### src/rtl/mdu_ctrl_if.sv
// mdu_ctrl_if: execute-stage handshake and HI/LO bus between pipeline decode and the multiply/divide unit
// Ports: start, flush, funct, rs_val, rt_val (pipeline -> mdu); busy, done, hi, lo (mdu -> pipeline)
// master = pipeline side, slave = mdu side; WIDTH must match the mdu_ctrl instance.
interface mdu_ctrl_if #(parameter int WIDTH = 32);
  logic             start;
  logic             flush;
  logic [5:0]       funct;
  logic [WIDTH-1:0] rs_val;
  logic [WIDTH-1:0] rt_val;
  logic             busy;
  logic             done;
  logic [WIDTH-1:0] hi;
  logic [WIDTH-1:0] lo;
  modport master (output start, flush, funct, rs_val, rt_val, input busy, done, hi, lo);
  modport slave  (input start, flush, funct, rs_val, rt_val, output busy, done, hi, lo);
endinterface

### src/rtl/mdu_ctrl.sv
// mdu_ctrl: iterative MULT/MULTU/DIV/DIVU unit with MTHI/MTLO, owning the HI/LO registers
// Ports: clk, rst_n (async active-low), bus (mdu_ctrl_if.slave: start/flush/funct/rs_val/rt_val in,
//        busy/done/hi/lo out). Optional macro MDU_EARLY_OUT_EN ends a multiply once the remaining
//        multiplier bits are all zero.
module mdu_ctrl #(
  parameter int WIDTH = 32
) (
  input logic       clk,
  input logic       rst_n,
  mdu_ctrl_if.slave bus
);
  localparam int CW = $clog2(WIDTH);
  localparam logic [5:0] F_MTHI = 6'b010001;
  localparam logic [5:0] F_MTLO = 6'b010011;
  typedef enum logic [1:0] {IDLE, CALC, FIXUP} state_t;
  state_t             state;
  logic               op_div;
  logic               neg_q;
  logic               neg_r;
  logic               dz;
  logic [CW-1:0]      cnt;
  // acc: product for multiply, {remainder, dividend/quotient} for divide
  logic [2*WIDTH-1:0] acc;
  // mc: shifted multiplicand for multiply, raw rs_val for divide (divide-by-zero HI)
  logic [2*WIDTH-1:0] mc;
  // b: multiplier magnitude (shifted right each cycle) or divisor magnitude
  logic [WIDTH-1:0]   b;
  logic [WIDTH-1:0]   hi_q;
  logic [WIDTH-1:0]   lo_q;
  logic               done_q;
  logic               is_md;
  logic               rs_neg;
  logic               rt_neg;
  logic [WIDTH-1:0]   rs_mag;
  logic [WIDTH-1:0]   rt_mag;
  logic [WIDTH:0]     rem_sh;
  logic               ge;
  logic [2*WIDTH-1:0] acc_nx;
  logic [2*WIDTH-1:0] prod;
  logic [WIDTH-1:0]   q_fix;
  logic [WIDTH-1:0]   r_fix;
  logic               last;
  // funct 0110xy: x=1 divide, y=1 unsigned
  assign is_md  = bus.funct[5:2] == 4'b0110;
  assign rs_neg = ~bus.funct[0] & bus.rs_val[WIDTH-1];
  assign rt_neg = ~bus.funct[0] & bus.rt_val[WIDTH-1];
  assign rs_mag = rs_neg ? -bus.rs_val : bus.rs_val;
  assign rt_mag = rt_neg ? -bus.rt_val : bus.rt_val;
  always_comb begin
    rem_sh = acc[2*WIDTH-1:WIDTH-1];
    ge     = rem_sh >= {1'b0, b};
    acc_nx = op_div ? {ge ? rem_sh[WIDTH-1:0] - b : rem_sh[WIDTH-1:0], acc[WIDTH-2:0], ge}
                    : (b[0] ? acc + mc : acc);
    prod   = neg_q ? -acc : acc;
    q_fix  = neg_q ? -acc[WIDTH-1:0] : acc[WIDTH-1:0];
    r_fix  = neg_r ? -acc[2*WIDTH-1:WIDTH] : acc[2*WIDTH-1:WIDTH];
  end
`ifdef MDU_EARLY_OUT_EN
  // b still holds the bit consumed this cycle, so the rest is b[WIDTH-1:1]
  assign last = (cnt == CW'(WIDTH-1)) | (~op_div & ~|b[WIDTH-1:1]);
`else
  assign last = cnt == CW'(WIDTH-1);
`endif
  always_ff @(posedge clk or negedge rst_n) begin
    if (!rst_n) begin
      state  <= IDLE;
      op_div <= 1'b0;
      neg_q  <= 1'b0;
      neg_r  <= 1'b0;
      dz     <= 1'b0;
      cnt    <= '0;
      acc    <= '0;
      mc     <= '0;
      b      <= '0;
      hi_q   <= '0;
      lo_q   <= '0;
      done_q <= 1'b0;
    end else begin
      done_q <= 1'b0;
      if (bus.flush) begin
        state <= IDLE;
      end else begin
        case (state)
          IDLE: begin
            if (bus.start && is_md) begin
              state  <= CALC;
              op_div <= bus.funct[1];
              neg_q  <= rs_neg ^ rt_neg;
              neg_r  <= rs_neg;
              dz     <= bus.funct[1] & ~|bus.rt_val;
              cnt    <= '0;
              acc    <= bus.funct[1] ? {{WIDTH{1'b0}}, rs_mag} : '0;
              mc     <= {{WIDTH{1'b0}}, bus.funct[1] ? bus.rs_val : rs_mag};
              b      <= rt_mag;
            end else if (bus.start && bus.funct == F_MTHI) begin
              hi_q <= bus.rs_val;
            end else if (bus.start && bus.funct == F_MTLO) begin
              lo_q <= bus.rs_val;
            end
          end
          CALC: begin
            acc <= acc_nx;
            mc  <= op_div ? mc : mc << 1;
            b   <= op_div ? b : b >> 1;
            cnt <= cnt + 1'b1;
            if (last) state <= FIXUP;
          end
          FIXUP: begin
            hi_q   <= !op_div ? prod[2*WIDTH-1:WIDTH] : (dz ? mc[WIDTH-1:0] : r_fix);
            lo_q   <= !op_div ? prod[WIDTH-1:0] : (dz ? '1 : q_fix);
            done_q <= 1'b1;
            state  <= IDLE;
          end
          default: state <= IDLE;
        endcase
      end
    end
  end
  assign bus.busy = state != IDLE;
  assign bus.done = done_q;
  assign bus.hi   = hi_q;
  assign bus.lo   = lo_q;
endmodule
### src/flat_wrapper.sv
// flat-port wrapper written by rule: the top's interface ports become plain ports
module mdu_ctrl_flat 
#(
  parameter int WIDTH = 32
)
  (clk, rst_n, bus_start, bus_flush, bus_funct, bus_rs_val, bus_rt_val, bus_busy, bus_done, bus_hi, bus_lo);
  mdu_ctrl_if #(.WIDTH(WIDTH)) bus_i ();
  input logic clk;
  input logic rst_n;
  input wire logic [$bits(bus_i.start)-1:0] bus_start;
  input wire logic [$bits(bus_i.flush)-1:0] bus_flush;
  input wire logic [$bits(bus_i.funct)-1:0] bus_funct;
  input wire logic [$bits(bus_i.rs_val)-1:0] bus_rs_val;
  input wire logic [$bits(bus_i.rt_val)-1:0] bus_rt_val;
  output wire logic [$bits(bus_i.busy)-1:0] bus_busy;
  output wire logic [$bits(bus_i.done)-1:0] bus_done;
  output wire logic [$bits(bus_i.hi)-1:0] bus_hi;
  output wire logic [$bits(bus_i.lo)-1:0] bus_lo;
  assign bus_i.start = bus_start;
  assign bus_i.flush = bus_flush;
  assign bus_i.funct = bus_funct;
  assign bus_i.rs_val = bus_rs_val;
  assign bus_i.rt_val = bus_rt_val;
  assign bus_busy = bus_i.busy;
  assign bus_done = bus_i.done;
  assign bus_hi = bus_i.hi;
  assign bus_lo = bus_i.lo;
  mdu_ctrl #(.WIDTH(WIDTH)) u_core (.clk(clk), .rst_n(rst_n), .bus(bus_i));
endmodule
### config.mk
export PLATFORM = sky130hd
export DESIGN_NAME = mdu_ctrl_flat
export DESIGN_NICKNAME = d
export VERILOG_FILES = /design/src/rtl/mdu_ctrl_if.sv /design/src/rtl/mdu_ctrl.sv /design/src/flat_wrapper.sv
export SDC_FILE = /design/constraint.sdc
export NUM_CORES = 1
export LEC_CHECK = 0
export CAP_MARGIN = 10
export CELL_PAD_IN_SITES_DETAIL_PLACEMENT = 0
export CELL_PAD_IN_SITES_GLOBAL_PLACEMENT = 1
export CORE_MARGIN = 5
export CORE_UTILIZATION = 35
export CTS_CLUSTER_DIAMETER = 40
export CTS_CLUSTER_SIZE = 40
export DETAILED_ROUTE_END_ITERATION = 10
export GPL_TIMING_DRIVEN = 0
export PLACE_DENSITY_LB_ADDON = 0.05
export SLEW_MARGIN = 5
export SYNTH_ARGS = -nofsm -noshare
export SYNTH_HDL_FRONTEND = slang
export SYNTH_SLANG_ARGS = --single-unit
### constraint.sdc
create_clock -name clk -period 4.6 [get_ports clk]
set_input_delay 0.92 -clock clk [delete_from_list [all_inputs] [get_ports clk]]
set_output_delay 0.92 -clock clk [all_outputs]
set_load 0.03 [all_outputs]
==> results of run 1 <==
==> how the worst min path moves through the flow <==
stage,startpoint,end,cells past startpoint
2_1_floorplan,u_core.cnt[4],u_core.cnt[4],2
3_3_place_gp,u_core.bus.lo[11],u_core.bus.lo[11],2
3_5_place_dp,u_core.cnt[4],u_core.cnt[4],2
4_1_cts,rst_n,u_core.bus.lo[4],1
5_1_grt,rst_n,u_core.bus.lo[0],1
6_report,rst_n,u_core.bus.lo[0],1
==> timing repair <==
action,4_1_cts,5_1_grt
resized for setup,1,5
hold buffers,0,0
endpoints found under the setup margin,1,21
==> stage by stage <==
step	hold slack [ps]	setup WS, ps	instances
final	212	134	3728
after floorplan	445	1330	2735
after global placement	461	-8320	3628
after global routing	231	-33.3	3727
after detailed placement	467	-344	3631
after CTS	210	22.6	3728
==> where the power goes <==
group          leakage, nW  internal [W]  switching, W
Clock                0.897       0.00271       0.00135
Sequential            3.05       0.00263      0.000969
Combinational         6.52       0.00330       0.00612
Total                 10.5       0.00865       0.00844
==> layout make-up <==
type                            count  share of cell area [%]
Buffer                            216                    3.33
Tap cell                          773                    3.89
Sequential cell                   236                    23.7
Inverter                           71                    1.07
Antenna cell                        1                  0.0101
Timing Repair Buffer              123                    5.13
Multi-Input combinational cell   2211                    55.3
Clock inverter                     35                    1.88
Clock buffer                       62                    5.70
==> state kept, by name, indices dropped and copies added (netlist names), 2 cells and up <==
register       count
u_core.acc        64
u_core.b          32
u_core.bus.hi     32
u_core.bus.lo     32
u_core.cnt         5
u_core.mc         64
u_core.state       2
==> logic make-up after synthesis <==
| group | after synthesis | synth area share (%) |
|---|---|---|
| AO/OA/AOI/OAI | 895 | 27.0 |
| multiplexers | 49 | 2.42 |
| XOR/XNOR | 259 | 10.9 |
| flip-flops | 236 | 28.5 |
| AND/OR/NAND/NOR | 905 | 19.6 |
| adder cells (fa/ha/maj) | 103 | 6.29 |
| buffers and inverters | 288 | 5.30 |
==> routing by layer <==
layer	up-vias	part of all wire, %	track usage [%]
li1	10215	-	-
met1	10680	40	37.6
met2	833	49	53.4
met3	215	5.2	3.50
met4	0	5.4	14.2
met5	-	0	0
==> layout by cell type (no fill, tap or decap), drive strengths merged, types with 19 or more instances in the layout <==
cell type	count
a211oi	33
o22ai	90
nand3	77
a21o	69
o21ai	233
a31oi	25
o31ai	40
or3	29
nor2	258
xor2	104
a221oi	26
nand2	356
dfrtp	236
a21oi	235
buf	26
mux2i	40
o211ai	24
inv	76
clkbuf	256
clkdlybuf4s50	119
nand2b	19
xnor2	155
ha	101
nor3	42
nand4	27
==> flow_summary_export.csv, run 1 <==
group,metric,value,unit
power,irDropWorstVdd,0.399,mV
setup_path,cp-end-kind,"register",
synth,synth_most_common_cell,"nand2_1",
final_layout,area_growth,20.0,%
global_routing,first_global_vias,21527,
clock_network,worst_skew_pair.late_latency,610,ps
synth,synth_area_leaders,"dfrtp_1, xnor2_1, nand2_1, ha_1, a21oi_1",
drt,wirelength,101000,um
synth,ys_warn_count,0,
drt,ant_nets,0,
final_layout,seq_area,0.00591,mm^2
hold_path,hold_class,"primary input to async pin",
setup_path,crit_type,"register to register",
setup_path,crit_path_end,"u_core.acc[36]",
global_routing,grt_max_degree,98,
power,p_total,0.0171,W
synth,yosys_register_bits,236,
sta,finalCritPeriodShare,97.1,%
setup_path,cp_common_cell,"nor2_1",
clock_network,htreeDepth,2,
final_layout,drive_gt1_share,4.81,%
sta,max-slew-margin-rel,21.6,%
synth,synthCells,2735,
floorplan,rows,89,
setup_path,path_max_fanout,10,
setup_path,arrival,4930,ps
synth,synth_async_sr_flop_share,100,%
final_layout,fin_area,0.0249,mm^2
sta,setup_viol,0,
setup_path,path_depth,13,
global_routing,grt_pass1_wl,146000,um
synth,synthFlopType,"dfrtp_1",
power,p_leak,10.5,nW
setup_path,path_delay_family,"compound AO/OA/AOI/OAI gates",
synth,netlist_area,0.0207,mm^2
synth,synth_enable_flop_cells,0,
sta,rsz0062_at_grt,"true",
synth,synth_cell_types,79,
setup_path,r2r_cells,13,
sta,finalHoldViolCount,0,
floorplan,start_util,35.2,%
clock_network,cts_tree,"done",
power,cellPowerDensity,686,mW/mm^2
synth,syn_nets,2912,
placed_design,place.gp.congestion,0.978,
synth,synth.yosys.seq_area_share,28.5,%
drt,vias,21943,
sta,skew,37.8,ps
floorplan,core_area,0.0589,mm^2
run,max-cap-violations,0,
setup_path,cp_data_required_time,5060,ps
clock_network,cts_root_buffer,"clkbuf_16",
floorplan,ioPinCount,140,
floorplan,die_h,253,um
clock_network,cts.sinks,236,
global_routing,antenna_found_initial,1,
setup_path,worstPathBufferInverterCount,2,
drt,drc,0,
synth,synth_top_area_share,28.5,%
placed_design,dp_hpwl,80100,um
setup_path,r2r_start,"u_core.acc[52]",
clock_network,cts_setup_buffers,0,
setup_path,critPathMaxStageDelay,780,ps
drt,first_pass_iters,7,
sta,period_minus_slack,4470,ps
run_status,status,"finished, final reports clean",
setup_path,path_cells,"ha_1, nand2_1, o22ai_1, o41ai_1, a21boi_0, nor2_1, o21a_1, clkbuf_1, buf_1, mux2i_1, nor2_1, a21oi_1, o21ai_0",
global_routing,track_usage,30.5,%
global_routing,grt_overflow,0,
sta,slew_violations,0,
setup_path,cp_slowest_cell,"dfrtp_1",
final_layout,finish.utilization,42.3,%
sta,fin_setup_tns,0,ps
clock_network,cts_buffers,53,
final_layout,nNetsFinal,3089,
floorplan,dieArea,0.0642,mm^2
clock_network,clkTransAtPathRegs,60,ps
placed_design,dpl-instance-area,0.0230,mm^2
clock_network,cts_buffer_depth,3,
placed_design,port_buffers,120,
synth,yosysTopAreaCell,"dfrtp_1",
drt,vias_per_cell,5.89,
setup_path,startpoint,"u_core.acc[52]",
sta,fmax,0.224,GHz
drt,drtIter0Drc,1674,
synth,yosys-top-cells-count,"nand2_1, nor2_1, dfrtp_1",
final_layout,multi_input_area,0.0138,mm^2
setup_path,r2r_end,"u_core.acc[36]",
setup_path,crit_path_start_kind,"register",
synth,postSynthAreaPerCell,7.58,um^2
floorplan,die_x,253,um
sta,worst_pin_slew,1180,ps
drt,avgRoutedWirePerCell,27.1,um
setup_path,reg2reg_slack,130,ps
final_layout,fill_cells,6109,
(Power assumes the default switching activity.)
==> run 2: changes to the inputs <==
--- a/config.mk
+++ b/config.mk
@@ -8,6 +8,7 @@
 export CAP_MARGIN = 10
 export CELL_PAD_IN_SITES_DETAIL_PLACEMENT = 0
 export CELL_PAD_IN_SITES_GLOBAL_PLACEMENT = 1
+export CORE_ASPECT_RATIO = 1.1
 export CORE_MARGIN = 5
 export CORE_UTILIZATION = 35
 export CTS_CLUSTER_DIAMETER = 40
==> constraint.sdc (replaced) <==
create_clock -name clk -period 5.4 [get_ports clk]
set_input_delay 1.08 -clock clk [delete_from_list [all_inputs] [get_ports clk]]
set_output_delay 1.08 -clock clk [all_outputs]
set_load 0.03 [all_outputs]
==> run 2 against run 1 <==
Compared with the run above: combinational power shrank 13%; sequential share of layout area increased by 0.12 points; power is 15% lower; clock power shrank 19%; global-route usage grew 0.34 points; clock-buffer cell count fell by 4; non-clock buffer count rose by 1; critical path depth is 1 lower; maximum frequency shrank 10%; critical path type unchanged; largest cell class unchanged; largest power group unchanged.
==> flow_summary_export.csv, run 2 (synthesis results as in run 1) <==
group,metric,value,unit
floorplan,dieArea,0.0642,mm^2
final_layout,insertedDiodeCount,0,
sta,finalCritPeriodShare,92.1,%
setup_path,cp_slowest_cell,"a41oi_1",
floorplan,die_h,265,um
drt,drtIter0Drc,1767,
setup_path,crit_type,"register to register",
global_routing,antenna_found_initial,0,
clock_network,cts_tree,"done",
drt,avgRoutedWirePerCell,27.5,um
final_layout,mostFrequentLayoutCell,"nand2_1",
power,p_leak,10.4,nW
sta,rsz0062_at_grt,"false",
sta,skew,29.3,ps
sta,worst_pin_slew,1260,ps
hold_path,hold_class,"primary input to async pin",
clock_network,worst_skew_pair.late_latency,610,ps
final_layout,reg_top3,"u_core.acc x64, u_core.mc x64",
sta,period_minus_slack,4970,ps
final_layout,area_growth,19.4,%
setup_path,reg2reg_slack,430,ps
clock_network,cts_resized,0,
global_routing,grt_overflow,0,
clock_network,cts.sinks,236,
sta,slew_violations,0,
setup_path,arrival,5470,ps
sta,max-slew-margin-rel,15.1,%
placed_design,dpl-instance-area,0.0230,mm^2
clock_network,clkTransAtPathRegs,60,ps
clock_network,cts_root_buffer,"clkbuf_16",
placed_design,port_buffers,120,
setup_path,r2r_start,"u_core.acc[0]",
setup_path,crit_path_start_kind,"register",
power,irDropWorstVdd,0.236,mV
setup_path,path_max_fanout,5,
setup_path,cp-end-kind,"register",
setup_path,r2r_end,"u_core.acc[42]",
sta,finalHoldViolCount,0,
final_layout,fin_area,0.0248,mm^2
clock_network,cts_buffers,53,
final_layout,final_cell_mix,"nand2_1, nor2_1, dfrtp_1",
drt,first_pass_iters,5,
setup_path,cp_data_required_time,5900,ps
drt,wirelength,102000,um
floorplan,rows,93,
setup_path,worstPathBufferInverterCount,0,
floorplan,start_util,35.4,%
run_status,status,"finished, final reports clean",
setup_path,r2r_cells,12,
setup_path,cp_common_cell,"o21ai_0",
setup_path,path_cells,"ha_1, fa_1, a211oi_1, o21ai_0, a41oi_1, o32ai_1, o21ai_0, nand2_1, a21oi_1, o21ai_0, xor2_1, a221o_1",
floorplan,die_x,242,um
power,cellPowerDensity,588,mW/mm^2
final_layout,drive_gt1_share,4.80,%
global_routing,grt_max_degree,104,
drt,vias,22025,
drt,drc,0,
global_routing,grt_pass1_wl,149000,um
placed_design,place.gp.congestion,0.999,
setup_path,critPathMaxStageDelay,820,ps
sta,setup_viol,0,
global_routing,first_global_vias,21922,
sta,fmax,0.201,GHz
floorplan,core_area,0.0586,mm^2
sta,fin_setup_tns,0,ps
drt,ant_nets,0,
global_routing,track_usage,30.8,%
clock_network,htreeDepth,2,
clock_network,cts_setup_buffers,0,
floorplan,ioPinCount,140,
clock_network,ctsHoldBuffers,0,
drt,vias_per_cell,5.93,
run,max-cap-violations,0,
clock_network,cts_buffer_depth,3,
placed_design,dp_hpwl,81300,um
final_layout,nNetsFinal,3090,
setup_path,path_delay_family,"compound AO/OA/AOI/OAI gates",
[run 2: cell count changes in the layout (fill, tap and decap cells not counted), moves of 2 or more]
cell / change
clkinv_8: +2
clkinv_4: +6
inv_6: +5
o21ai_0: +2
clkbuf_8: -2
clkinvlp_4: -4
bufinv_16: -5
o21ai_1: -2
clkinv_2: +2
[run 2: area by class of cell]
cell class | instances | area [um^2]
Fill cell | 6100 | 33900
Multi-Input combinational cell | 2211 | 13700
Sequential cell | 236 | 5910
Clock buffer | 58 | 1390
Timing Repair Buffer | 123 | 1270
Tap cell | 760 | 951
Buffer | 217 | 832
Clock inverter | 40 | 408
Inverter | 71 | 267
[run 2: where the power goes]
part           switching (W)  internal, W
combinational        0.00536      0.00281
clock                0.00121      0.00206
sequential          0.000873      0.00224
total                0.00744      0.00712
[run 2: worst max-delay path by stage]
stage	startpoint	cells past startpoint	endpoint
2_1_floorplan	bus_rs_val[11]	11	u_core.acc[29]
3_3_place_gp	rst_n	1	u_core.mc[53]
3_5_place_dp	bus_funct[4]	13	u_core.acc[62]
4_1_cts	u_core.mc[12]	12	u_core.acc[63]
5_1_grt	u_core.acc[0]	12	u_core.acc[42]
6_report	u_core.acc[0]	12	u_core.acc[42]
[run 2: routing by layer]
layer / track usage [%] / vias up / wire [um]
met3: 3.81 / 252 / 5050
met1: 36.4 / 10734 / 40200
li1: - / 10212 / -
met5: 0 / - / 0
met4: 17.7 / 0 / 7090
met2: 54.3 / 827 / 50000
[run 2: through the flow]
step	hold slack, ps	utilization, %	total power (W)	setup WS [ps]	instances
3_3_place_gp	459	39.0	0.0112	-7540	3615
4_1_cts	336	42.2	0.0145	546	3716
3_5_place_dp	466	39.2	0.0111	436	3618
6_report	351	42.2	0.0146	428	3716
2_1_floorplan	445	-	0.00817	1970	2735
5_1_grt	358	42.2	0.0154	417	3716
[run 2: worst reg2reg max path, cell delays in order (launching register included)]
cell	delay [ps]
dfrtp_1	460
ha_1	260
fa_1	450
a211oi_1	330
o21ai_0	280
a41oi_1	820
o32ai_1	260
o21ai_0	790
nand2_1	190
a21oi_1	320
o21ai_0	160
xor2_1	190
a221o_1	340
